## config.mk

```make
export PLATFORM = sky130hd
export DESIGN_NAME = dma_top_flat
export DESIGN_NICKNAME = d
export VERILOG_FILES = /design/src/rtl/dma_if.sv /design/src/rtl/dma_top.sv /design/src/flat_wrapper.sv
export SDC_FILE = /design/constraint.sdc
export NUM_CORES = 2
export LEC_CHECK = 0
export ABC_CLOCK_PERIOD_IN_PS = 3700
export BUFFER_PORTS_ARGS = -buffer_cell sky130_fd_sc_hd__buf_2
export CORE_ASPECT_RATIO = 1.1
export CORE_MARGIN = 8
export CORE_UTILIZATION = 50
export CTS_BUF_LIST = sky130_fd_sc_hd__clkbuf_8
export CTS_CLUSTER_SIZE = 28
export DETAILED_ROUTE_END_ITERATION = 8
export PLACE_DENSITY_LB_ADDON = 0.25
export SLEW_MARGIN = 20
export SYNTH_ARGS = -nofsm -noshare
export SYNTH_HDL_FRONTEND = slang
export SYNTH_SLANG_ARGS = --single-unit
```

## constraint.sdc

```tcl
create_clock -name clk -period 3.7 [get_ports clk]
set_input_delay 0.925 -clock clk [delete_from_list [all_inputs] [get_ports clk]]
set_output_delay 0.925 -clock clk [all_outputs]
set_load 0.005 [all_outputs]
```

## src/rtl/dma_if.sv

```systemverilog
// dma_if: DMA subsystem bundle; slave = dma_top (takes mode_* commands, drives buses, strobes and observed state), master = driver
interface dma_if;
  logic [2:0] mode_processor;
  logic [1:0] mode_io, mode_io2;
  logic [7:0] A, B, C, DB, AB, data_reg, data, src_reg, dest_reg, cnt_reg, word_count, address_sent_to_io;
  logic read_io, read_memory, Enable_memory, Enable_IO1, Enable_IO2;
  logic DREQ1, DACK1, DREQ2, DACK2, HREQ, HACK, dma, cs, mem_op, MemToMem;
  modport slave (
    input mode_processor, mode_io, mode_io2,
    output A, B, C, DB, AB, data_reg, data, src_reg, dest_reg, cnt_reg, word_count, address_sent_to_io,
    output read_io, read_memory, Enable_memory, Enable_IO1, Enable_IO2,
    output DREQ1, DACK1, DREQ2, DACK2, HREQ, HACK, dma, cs, mem_op, MemToMem
  );
  modport master (
    output mode_processor, mode_io, mode_io2,
    input A, B, C, DB, AB, data_reg, data, src_reg, dest_reg, cnt_reg, word_count, address_sent_to_io,
    input read_io, read_memory, Enable_memory, Enable_IO1, Enable_IO2,
    input DREQ1, DACK1, DREQ2, DACK2, HREQ, HACK, dma, cs, mem_op, MemToMem
  );
endinterface

```

## src/rtl/dma_top.sv

```systemverilog
// dma_top: ALU + 8-bit DMA controller + 256x8 memory + two 16x8 IO buffers on shared DB/AB; clk, async rst_n, bus (dma_if.slave)
module dma_top (
  input logic clk,
  input logic rst_n,
  dma_if.slave bus
);
  typedef enum logic [2:0] {IDLE, PROG, REQ, RD, WR, DONE} state_t;
  function automatic logic [255:0][7:0] init_mem();
    for (int i = 0; i < 256; i++) init_mem[i] = 8'(i);
  endfunction
  function automatic logic [15:0][7:0] init_buf(input logic [7:0] base);
    for (int i = 0; i < 16; i++) init_buf[i] = base + 8'(i);
  endfunction
  localparam logic [255:0][7:0] MEM_INIT = init_mem();
  localparam logic [15:0][7:0] BUF1_INIT = init_buf(8'hA0);
  localparam logic [15:0][7:0] BUF2_INIT = init_buf(8'hB0);
  state_t state_q;
  logic [255:0][7:0] mem_q;
  logic [15:0][7:0] buf1_q, buf2_q;
  logic [7:0] src_q, dst_q, cnt_q, wc_q, dreg_q, data_q, c_q, aio_q;
  logic sio_q, dio_q, dev2_q, m2m_q, cs_q, hreq_q, hack_q, dreq1_q, dreq2_q, dack1_q, dack2_q;
  logic [2:0] mp_q;
  logic mi_q, mi2_q;
  logic acc1, acc2, accp, go, rd, wr, io_acc, en_mem, sio_d, dio_d, dev2_d;
  logic [1:0] m;
  logic [7:0] src_d, dst_d, ab_d, db_d, src_word, aio_d, alu_d;
  always_comb begin
    acc1 = mi_q & ~bus.mode_io[1];
    acc2 = mi2_q & ~bus.mode_io2[1];
    accp = &mp_q & bus.mode_processor[2] & ~&bus.mode_processor[1:0];
    go = state_q == IDLE && (acc1 || acc2 || accp);
    // task shape: 0 mem->mem, 1 IO->mem, 2 mem->IO; device requests map onto the processor encoding
    m = acc1 ? (bus.mode_io[0] ? 2'd2 : 2'd1) : acc2 ? (bus.mode_io2[0] ? 2'd2 : 2'd1) : bus.mode_processor[1:0];
    sio_d = m == 2'd1;
    dio_d = m == 2'd2;
    dev2_d = ~acc1 & acc2;
    src_d = sio_d ? 8'h00 : acc1 ? 8'h50 : acc2 ? 8'h58 : 8'h10;
    dst_d = dio_d ? 8'h00 : acc1 ? 8'h30 : acc2 ? 8'h38 : m == 2'd0 ? 8'h40 : 8'h20;
    rd = state_q == RD;
    wr = state_q == WR;
    src_word = sio_q ? (dev2_q ? buf2_q[src_q[3:0]] : buf1_q[src_q[3:0]]) : mem_q[src_q];
    ab_d = rd ? src_q : wr ? dst_q : 8'h00;
    db_d = rd ? src_word : wr ? dreg_q : 8'h00;
    io_acc = rd & sio_q | wr & dio_q;
    en_mem = rd & ~sio_q | wr & ~dio_q;
    aio_d = io_acc ? ab_d : aio_q;
    alu_d = bus.mode_processor[1] ? (bus.mode_processor[0] ? 8'h05 | 8'h03 : 8'h05 & 8'h03)
                                  : (bus.mode_processor[0] ? 8'h05 - 8'h03 : 8'h05 + 8'h03);
  end
  always_ff @(posedge clk or negedge rst_n) begin
    if (!rst_n) begin
      state_q <= IDLE;
      mem_q <= MEM_INIT;
      buf1_q <= BUF1_INIT;
      buf2_q <= BUF2_INIT;
      {src_q, dst_q, cnt_q, wc_q, dreg_q, data_q, c_q, aio_q} <= '0;
      {sio_q, dio_q, dev2_q, m2m_q, cs_q, hreq_q, hack_q, dreq1_q, dreq2_q, dack1_q, dack2_q} <= '0;
      mp_q <= 3'b111;
      mi_q <= 1'b1;
      mi2_q <= 1'b1;
    end else begin
      mp_q <= bus.mode_processor;
      mi_q <= bus.mode_io[1];
      mi2_q <= bus.mode_io2[1];
      hack_q <= hreq_q;
      aio_q <= aio_d;
      if (!hack_q && !bus.mode_processor[2]) c_q <= alu_d;
      case (state_q)
        IDLE: if (go) begin
          state_q <= PROG;
          cs_q <= 1'b1;
          src_q <= src_d;
          dst_q <= dst_d;
          cnt_q <= 8'd4;
          wc_q <= 8'd0;
          sio_q <= sio_d;
          dio_q <= dio_d;
          dev2_q <= dev2_d;
          m2m_q <= ~acc1 & ~acc2 & (m == 2'd0);
          dreq1_q <= acc1;
          dreq2_q <= dev2_d;
        end
        PROG: begin
          state_q <= REQ;
          cs_q <= 1'b0;
          hreq_q <= 1'b1;
        end
        REQ: if (hack_q) begin
          state_q <= RD;
          dack1_q <= dreq1_q;
          dack2_q <= dreq2_q;
        end
        RD: begin
          state_q <= WR;
          dreg_q <= db_d;
        end
        WR: begin
          if (!dio_q) mem_q[dst_q] <= dreg_q;
          else if (dev2_q) buf2_q[dst_q[3:0]] <= dreg_q;
          else buf1_q[dst_q[3:0]] <= dreg_q;
          data_q <= dreg_q;
          src_q <= src_q + 8'd1;
          dst_q <= dst_q + 8'd1;
          cnt_q <= cnt_q - 8'd1;
          wc_q <= wc_q + 8'd1;
          if (cnt_q > 8'd1) state_q <= RD;
          else begin
            state_q <= DONE;
            {hreq_q, dack1_q, dack2_q, dreq1_q, dreq2_q, m2m_q} <= '0;
          end
        end
        DONE: state_q <= IDLE;
        default: state_q <= IDLE;
      endcase
    end
  end
  assign bus.A = 8'h05;
  assign bus.B = 8'h03;
  assign bus.C = c_q;
  assign bus.DB = db_d;
  assign bus.AB = ab_d;
  assign bus.data_reg = dreg_q;
  assign bus.data = data_q;
  assign bus.src_reg = src_q;
  assign bus.dest_reg = dst_q;
  assign bus.cnt_reg = cnt_q;
  assign bus.word_count = wc_q;
  assign bus.address_sent_to_io = aio_d;
  assign bus.read_io = rd & sio_q;
  assign bus.read_memory = rd & ~sio_q;
  assign bus.Enable_memory = en_mem;
  assign bus.mem_op = en_mem;
  assign bus.Enable_IO1 = io_acc & ~dev2_q;
  assign bus.Enable_IO2 = io_acc & dev2_q;
  assign bus.DREQ1 = dreq1_q;
  assign bus.DACK1 = dack1_q;
  assign bus.DREQ2 = dreq2_q;
  assign bus.DACK2 = dack2_q;
  assign bus.HREQ = hreq_q;
  assign bus.HACK = hack_q;
  assign bus.dma = hack_q;
  assign bus.cs = cs_q;
  assign bus.MemToMem = m2m_q;
endmodule

```

## src/flat_wrapper.sv

```systemverilog
// flat-port wrapper written by rule: the top's interface ports become plain ports
module dma_top_flat 
  (clk, rst_n, bus_mode_processor, bus_mode_io, bus_mode_io2, bus_A, bus_B, bus_C, bus_DB, bus_AB, bus_data_reg, bus_data, bus_src_reg, bus_dest_reg, bus_cnt_reg, bus_word_count, bus_address_sent_to_io, bus_read_io, bus_read_memory, bus_Enable_memory, bus_Enable_IO1, bus_Enable_IO2, bus_DREQ1, bus_DACK1, bus_DREQ2, bus_DACK2, bus_HREQ, bus_HACK, bus_dma, bus_cs, bus_mem_op, bus_MemToMem);
  dma_if bus_i ();
  input logic clk;
  input logic rst_n;
  input wire logic [$bits(bus_i.mode_processor)-1:0] bus_mode_processor;
  input wire logic [$bits(bus_i.mode_io)-1:0] bus_mode_io;
  input wire logic [$bits(bus_i.mode_io2)-1:0] bus_mode_io2;
  output wire logic [$bits(bus_i.A)-1:0] bus_A;
  output wire logic [$bits(bus_i.B)-1:0] bus_B;
  output wire logic [$bits(bus_i.C)-1:0] bus_C;
  output wire logic [$bits(bus_i.DB)-1:0] bus_DB;
  output wire logic [$bits(bus_i.AB)-1:0] bus_AB;
  output wire logic [$bits(bus_i.data_reg)-1:0] bus_data_reg;
  output wire logic [$bits(bus_i.data)-1:0] bus_data;
  output wire logic [$bits(bus_i.src_reg)-1:0] bus_src_reg;
  output wire logic [$bits(bus_i.dest_reg)-1:0] bus_dest_reg;
  output wire logic [$bits(bus_i.cnt_reg)-1:0] bus_cnt_reg;
  output wire logic [$bits(bus_i.word_count)-1:0] bus_word_count;
  output wire logic [$bits(bus_i.address_sent_to_io)-1:0] bus_address_sent_to_io;
  output wire logic [$bits(bus_i.read_io)-1:0] bus_read_io;
  output wire logic [$bits(bus_i.read_memory)-1:0] bus_read_memory;
  output wire logic [$bits(bus_i.Enable_memory)-1:0] bus_Enable_memory;
  output wire logic [$bits(bus_i.Enable_IO1)-1:0] bus_Enable_IO1;
  output wire logic [$bits(bus_i.Enable_IO2)-1:0] bus_Enable_IO2;
  output wire logic [$bits(bus_i.DREQ1)-1:0] bus_DREQ1;
  output wire logic [$bits(bus_i.DACK1)-1:0] bus_DACK1;
  output wire logic [$bits(bus_i.DREQ2)-1:0] bus_DREQ2;
  output wire logic [$bits(bus_i.DACK2)-1:0] bus_DACK2;
  output wire logic [$bits(bus_i.HREQ)-1:0] bus_HREQ;
  output wire logic [$bits(bus_i.HACK)-1:0] bus_HACK;
  output wire logic [$bits(bus_i.dma)-1:0] bus_dma;
  output wire logic [$bits(bus_i.cs)-1:0] bus_cs;
  output wire logic [$bits(bus_i.mem_op)-1:0] bus_mem_op;
  output wire logic [$bits(bus_i.MemToMem)-1:0] bus_MemToMem;
  assign bus_i.mode_processor = bus_mode_processor;
  assign bus_i.mode_io = bus_mode_io;
  assign bus_i.mode_io2 = bus_mode_io2;
  assign bus_A = bus_i.A;
  assign bus_B = bus_i.B;
  assign bus_C = bus_i.C;
  assign bus_DB = bus_i.DB;
  assign bus_AB = bus_i.AB;
  assign bus_data_reg = bus_i.data_reg;
  assign bus_data = bus_i.data;
  assign bus_src_reg = bus_i.src_reg;
  assign bus_dest_reg = bus_i.dest_reg;
  assign bus_cnt_reg = bus_i.cnt_reg;
  assign bus_word_count = bus_i.word_count;
  assign bus_address_sent_to_io = bus_i.address_sent_to_io;
  assign bus_read_io = bus_i.read_io;
  assign bus_read_memory = bus_i.read_memory;
  assign bus_Enable_memory = bus_i.Enable_memory;
  assign bus_Enable_IO1 = bus_i.Enable_IO1;
  assign bus_Enable_IO2 = bus_i.Enable_IO2;
  assign bus_DREQ1 = bus_i.DREQ1;
  assign bus_DACK1 = bus_i.DACK1;
  assign bus_DREQ2 = bus_i.DREQ2;
  assign bus_DACK2 = bus_i.DACK2;
  assign bus_HREQ = bus_i.HREQ;
  assign bus_HACK = bus_i.HACK;
  assign bus_dma = bus_i.dma;
  assign bus_cs = bus_i.cs;
  assign bus_mem_op = bus_i.mem_op;
  assign bus_MemToMem = bus_i.MemToMem;
  dma_top u_core (.clk(clk), .rst_n(rst_n), .bus(bus_i));
endmodule
```

# Yosys cells after proc, flatten, opt, wreduce, memory -nomap -nowiden
# Index checks and enable logic that the tools add are counted.
[totals]
reg_bits = 2387
in_bits = 9
output_inout_bits = 111
elab_cells = 440
[op_classes]
add_sub_neg = 4
magnitude_cmp = 7
n_eq_ne = 9
mux = 60
bitwise = 22
n_reduce_logical = 27
[op_table]
columns = ["operator", "count"]
rows = [
  ["bitwise mux 2048 bit", 1],
  ["bitwise mux 128 bit", 2],
  ["2-to-1 mux 8 bit", 22],
  ["binary-select mux 8 bit (select 4 bit)", 2],
  ["binary-select mux 8 bit (select 8 bit)", 1],
  ["demux 8 bit (select 8 bit)", 1],
  ["one-hot mux 8 bit (2 select lines)", 4],
  ["demux 8 bit (select 4 bit)", 1],
  ["adder 8 x 1 -> 8 bit (second input constant)", 3],
  ["< comparator 8 x 9 -> 1 bit (second input constant)", 2],
  ["one-hot mux 3 bit (5 select lines)", 1],
  ["AND reduction 3 bit", 5],
  ["2-to-1 mux 7 bit", 2],
  ["one-hot mux 1 bit (2 select lines)", 7],
  ["AND reduction 2 bit", 7],
  ["bitwise AND 1 bit", 13],
  ["2-to-1 mux 3 bit", 4],
  ["< comparator 4 x 5 -> 1 bit (second input constant)", 2],
  [">= comparator 8 x 1 -> 1 bit (second input constant)", 1],
  ["greater-than comparator 8 x 1 -> 1 bit (second input constant)", 1],
  ["2-to-1 mux 2 bit", 4],
  ["nonzero test 2 bit", 4],
  ["subtractor 8 x 1 -> 8 bit (second input constant)", 1],
  ["2-to-1 mux 1 bit", 7],
  ["other kinds (16)", 31],
]

# Logic depth before layout (Yosys ltp)
[depth]
depth_word = 11
mapped_depth = 13
depth_no_buf = 8

# Worst setup path after synthesis
# No wires, ideal clock.
[synth_timing]
kind = "reg2out"
startpoint = "register u_core.src_q[0] (netlist: u_core.bus.src_reg[0])"
endpoint = "output port bus_DB[7]"
t_arrival_ns = 2.549
required_ns = 2.775
setup_slack_ns = 0.226
stages_incl_launch_ff = 12
n_path_buf = 4
path_cell_list = "dfrtp_1 -> buf_6 -> buf_6 -> buf_6 -> buf_2 -> mux2i_1 -> a22oi_1 -> a31oi_1 -> o21ai_0 -> or4b_1 -> a32oi_1 -> o211ai_1"
[synth_between]
elab_chain_cells = 5
word_cells_on_any_way = 9
cone_classes = "9 x mux"
[synth_rtl]
columns = ["element", "line_no", "source"]
rows = [
  ["start, declared", "dma_top.sv:20", "logic [7:0] src_q, dst_q, cnt_q, wc_q, dreg_q, data_q, c_q, aio_q;"],
  ["start signal, assigned", "dma_top.sv:72", "src_q <= src_d;"],
  ["start signal, assigned", "dma_top.sv:102", "src_q <= src_q + 8'd1;"],
  ["parallel branches: the longest is 3 deep, another holds binary-select mux 8 bit (select 8 bit)", "-", ""],
  ["2-to-1 mux 8 bit *", "dma_top.sv:41", "src_word = sio_q ? (dev2_q ? buf2_q[src_q[3:0]] : buf1_q[src_q[3:0]]) : mem_q[src_q];"],
  ["2-to-1 mux 8 bit *", "dma_top.sv:43", "db_d = rd ? src_word : wr ? dreg_q : 8'h00;"],
  ["end, declared", "flat_wrapper.sv:13", "output wire logic [$bits(bus_i.DB)-1:0] bus_DB;"],
]
# Every way passes the cells marked *. The select of a mux whose other input is x is not followed.

# Worst setup path in the final report
[layout_timing]
startpoint = "register u_core.src_q[0] (netlist: u_core.bus.src_reg[0])"
endpoint = "output port bus_DB[3]"
# Same word-level chain as after synthesis.

==> results.txt <==
The worst register-to-register path has a depth of 8. The level count of the clock H-tree came out at 5. Dividing the detail-routed wire length by the instance count gives 29.8 µm. After synthesis, flip-flops and latches occupy 55.1% of the total area. The setup skew after layout is 108 ps. The filler cell count in the final layout is 16875. The first routing iteration left 5651 violations. After layout, the design draws a total of 50.8 mW. On the critical path, the stage with the largest delay is an instance of sky130_fd_sc_hd__or4_4.

The DRC violation count after routing is 0. The share of async-settable or async-resettable flops after synthesis came out at 100%. The total overflow left after global routing is 0. The count of pins on the block boundary is 120.

The end of the worst register-to-register path is u_core.mem_q[880]. The number of enable-type register cells in the synthesized netlist came out at 0. The number of nets in the final layout is 8124. The worst hold-check slack is 241 ps. The buffering stage count on the worst path with inverters included came out at 6. The standard-cell row count came out at 181.

The number of flip-flops and latches in the synthesized netlist came out at 2383. The buffer levels on the longest clock path came out at 4. The clock transition at the register clock pins on the worst setup and hold paths after CTS came out at 60 ps. Traced cell by cell, the critical path runs through buf_12 > buf_12 > buf_12 > buf_6 > mux4_2 > o2111ai_2 > nand4_1 > or4_4 > a311oi_2 > buf_4 > nand2_2 > buf_2.

The run finished, with violations left. Wires add up to 339000 µm. TritonCTS created 401 clock buffers.

The average cell area after synthesis is 15.2 µm². Timing would allow up to 0.183 GHz. Setup repair after global routing could not meet its margin everywhere. The worst hold path depth is 3. The cell type with the highest occurrence count on the critical path is sky130_fd_sc_hd__buf_12. Port buffering added 99 buffers.

The largest fanout of any net on the critical path is 7. The flop-to-flop setup slack came out at 230 ps. The routability-driven placement congestion ratio came out at 0.913. The number of global-route vias before repair came to 73820.

The transition time at the pin with the least slew margin is 1250 ps. Measured along the x axis, the die boundary spans 465 µm. The final critical path time including I/O delays and setup is 5450 ps. Setup violations remaining at the end of the flow were counted as 16.

For this run, the number of Yosys warnings is 0. The kind of cell with the highest combined delay along the critical path is simple AND/OR/NAND/NOR gates. The number of different library cells used by synthesis comes to 81. Clock tree synthesis found a total of 2383 sinks. The required time at the endpoint of the critical path came out at 2770 ps. Once the floorplan was initialized, standard cells occupied 50.2% of the core.

The critical path arrival is 4530 ps. The final-report max-slew violation count came out at 0. The critical path start-end classification is reg2out. IR analysis of the VDD net gives a maximum drop of 0.394 mV. The global-route wire length before repair is 504000 µm. The worst setup path is launched from a register. The post-route fraction of the period consumed by the critical path came out at 147%. The core outline area is 0.221 mm². The utilization after layout came out at 59.1%.

The number of antenna violations at the first check in global routing came out at 7. The max-slew headroom at the worst pin is 16.4%. The ratio of routed vias to standard cells came out at 6.14. The checks that failed: setup timing. The half-perimeter wire length after placement came out at 222000 µm. The routed via count came out at 69829. The post-synth design cell area is 0.111 mm².

In this run the static leakage power is 57.5 nW. The number of search-and-repair iterations in the first detailed-routing pass came out at 6. The CTS tree is done.

In the final layout, the registers with the most flip-flops are u_core.mem_q (2048), u_core.buf1_q (128), u_core.buf2_q (128). The most frequently used flop master after synthesis is sky130_fd_sc_hd__dfrtp_1. In the layout the commonest cells are sky130_fd_sc_hd__mux2_2, sky130_fd_sc_hd__dfrtp_1, sky130_fd_sc_hd__dfstp_2, sky130_fd_sc_hd__buf_4, sky130_fd_sc_hd__clkbuf_8. More flip-flops sit in one register than any other, and that register is u_core.mem_q. In this run the remaining antenna-violating nets after routing total 0. The total track usage came out at 28.2%. The power per unit of standard cell area is 389 mW/mm². The post-synthesis cell count is 7318.

The worst path setup slack after routing came out at -1750 ps. The startpoint identified for the worst register-to-register timing path is u_core.state_q[0]. The number of flip-flops in the largest register is 2048.

The tree is rooted in a sky130_fd_sc_hd__clkbuf_8. The area enclosed by the die boundary is 0.237 mm². The leading cell type in the layout, fill and taps excluded is sky130_fd_sc_hd__mux2_2. The number of endpoints with negative hold slack in the final report is 0. The critical path endpoint category is an output port. The startpoint of the tightest hold check path is bus_mode_io2[0].

The die is 510 µm tall. The hold-critical path endpoint is u_core.bus.src_reg[3]. The max-capacitance violation count is 0. Clock latency on the worst-skew pair, taken at its later pin, is 1100 ps.

Entering global routing, the biggest net connects 198 pins. The delay of the slowest cell on the worst path came out at 730 ps. The min-delay analysis places its worst path in the category in2reg. The share of cells above drive strength 1 is 68.9%. From synthesis to final layout, the design area changed by 17.7%.
[worst max-delay path by stage]
stage	start	end	slack [ps]	depth (start not counted)
5_1_grt	u_core.bus.src_reg[0]	bus_DB[7]	-1790	13
4_1_cts	u_core.bus.src_reg[0]	bus_DB[3]	-1790	12
2_1_floorplan	u_core.bus.src_reg[0]	bus_DB[7]	230	11
6_report	u_core.bus.src_reg[0]	bus_DB[3]	-1750	12
3_3_place_gp	u_core.bus.src_reg[0]	bus_DB[3]	-1540	13
3_5_place_dp	u_core.bus.src_reg[0]	bus_DB[7]	-1320	12
[logic make-up (layout without fill, tap and decap cells)]
kind of cell | Yosys count | count (layout) | share of synthesized area, %
compound gates | 479 | 479 | 2.95
xor+xnor | 2 | 2 | 0.0158
other cells | 2 | 26 | 0.00677
buf+inv | 596 | 1695 | 2.68
simple gates | 766 | 767 | 3.17
flops | 2383 | 2383 | 55.1
mux | 3082 | 3082 | 36.0
fa+ha+maj | 8 | 8 | 0.0903
[power breakdown]
| group | switching [mW] | internal, mW |
|---|---|---|
| Combinational | 0.564 | 0.127 |
| Clock | 10.8 | 13.1 |
| Sequential | 0.00264 | 26.1 |
[routing by layer]
metal	wire length [µm]	up-vias	global-route usage (%)
met5	13	-	0
met4	20400	2	14.9
met3	22600	838	5.73
met2	159000	2470	44.6
met1	137000	37692	37.1
li1	-	28827	-
[cell type report]
| class | instances | area [µm²] | area share, % |
|---|---|---|---|
| multi-input cells | 4358 | 48200 | 36.9 |
| repair buffers | 947 | 9150 | 7.01 |
| clock buffers | 533 | 7340 | 5.62 |
| inverters | 16 | 91.3 | 0.0700 |
| clock inverters | 199 | 926 | 0.709 |
| well taps | 2928 | 3660 | 2.81 |
| diodes | 6 | 15.0 | 0.0115 |
| flip-flops and latches | 2383 | 61100 | 46.9 |
[synth_stat cells (all sizes together) (4+ instances only)]
library cell / number / share of area [%]
and3: 14 / 0.079
o221ai: 15 / 0.12
a31oi: 37 / 0.21
a22o: 7 / 0.055
a221oi: 30 / 0.24
o2111ai: 5 / 0.039
or4: 5 / 0.034
or2: 6 / 0.034
nor2: 255 / 1.0
dfstp: 1173 / 28
o31ai: 6 / 0.041
nand3b: 5 / 0.034
o21a: 4 / 0.027
nand3: 53 / 0.24
o21ai: 67 / 0.30
buf: 210 / 1.4
nand4: 10 / 0.056
o22ai: 27 / 0.15
a211oi: 12 / 0.081
or3: 7 / 0.039
nor4: 9 / 0.051
a221o: 5 / 0.045
mux2i: 249 / 2.2
a311oi: 7 / 0.061
inv: 14 / 0.047
a2111oi: 4 / 0.037
nor2b: 14 / 0.079
nor3: 26 / 0.12
o311ai: 4 / 0.032
a22oi: 113 / 0.77
mux2: 2344 / 24
mux4: 489 / 9.9
ha: 8 / 0.090
and2: 21 / 0.12
dfrtp: 1210 / 27
nand2: 321 / 1.1
clkbuf: 370 / 1.3
nand2b: 14 / 0.079
o211ai: 8 / 0.054
a21oi: 98 / 0.44
a211o: 5 / 0.039
[per-stage QoR]
step / TNS [ps] / setup WS [ps] / std cells / area (µm²)
floorplan: 0 / 226 / 7336 / 111000
global placement: -9990 / -1540 / 10521 / 119000
detailed placement: -7790 / -1320 / 10521 / 119000
CTS: -13820 / -1790 / 11336 / 130000
global route: -14390 / -1790 / 11365 / 130000
finish: -13080 / -1750 / 11370 / 131000
[worst reg2reg max path, cell delays in order (launching register included)]
cell                      delay, ps
sky130_fd_sc_hd__dfrtp_1        380
sky130_fd_sc_hd__buf_4          200
sky130_fd_sc_hd__nor2_4         190
sky130_fd_sc_hd__nand2_2        180
sky130_fd_sc_hd__nor3_1         420
sky130_fd_sc_hd__and2_1         470
sky130_fd_sc_hd__nand2_1        340
sky130_fd_sc_hd__nor2_1         750
sky130_fd_sc_hd__mux2_2         410
[timing repair]
item                                   in CTS  in global routing
setup endpoints to repair                  33                 17
pin swaps                                  56                 47
setup buffers                              75                 33
endpoints found under the hold margin      43                  0
gates cloned                               10                  4
resized for setup                         293                 88
hold buffers                                6                  0
No activity file was read; power rests on OpenSTA's default activity.
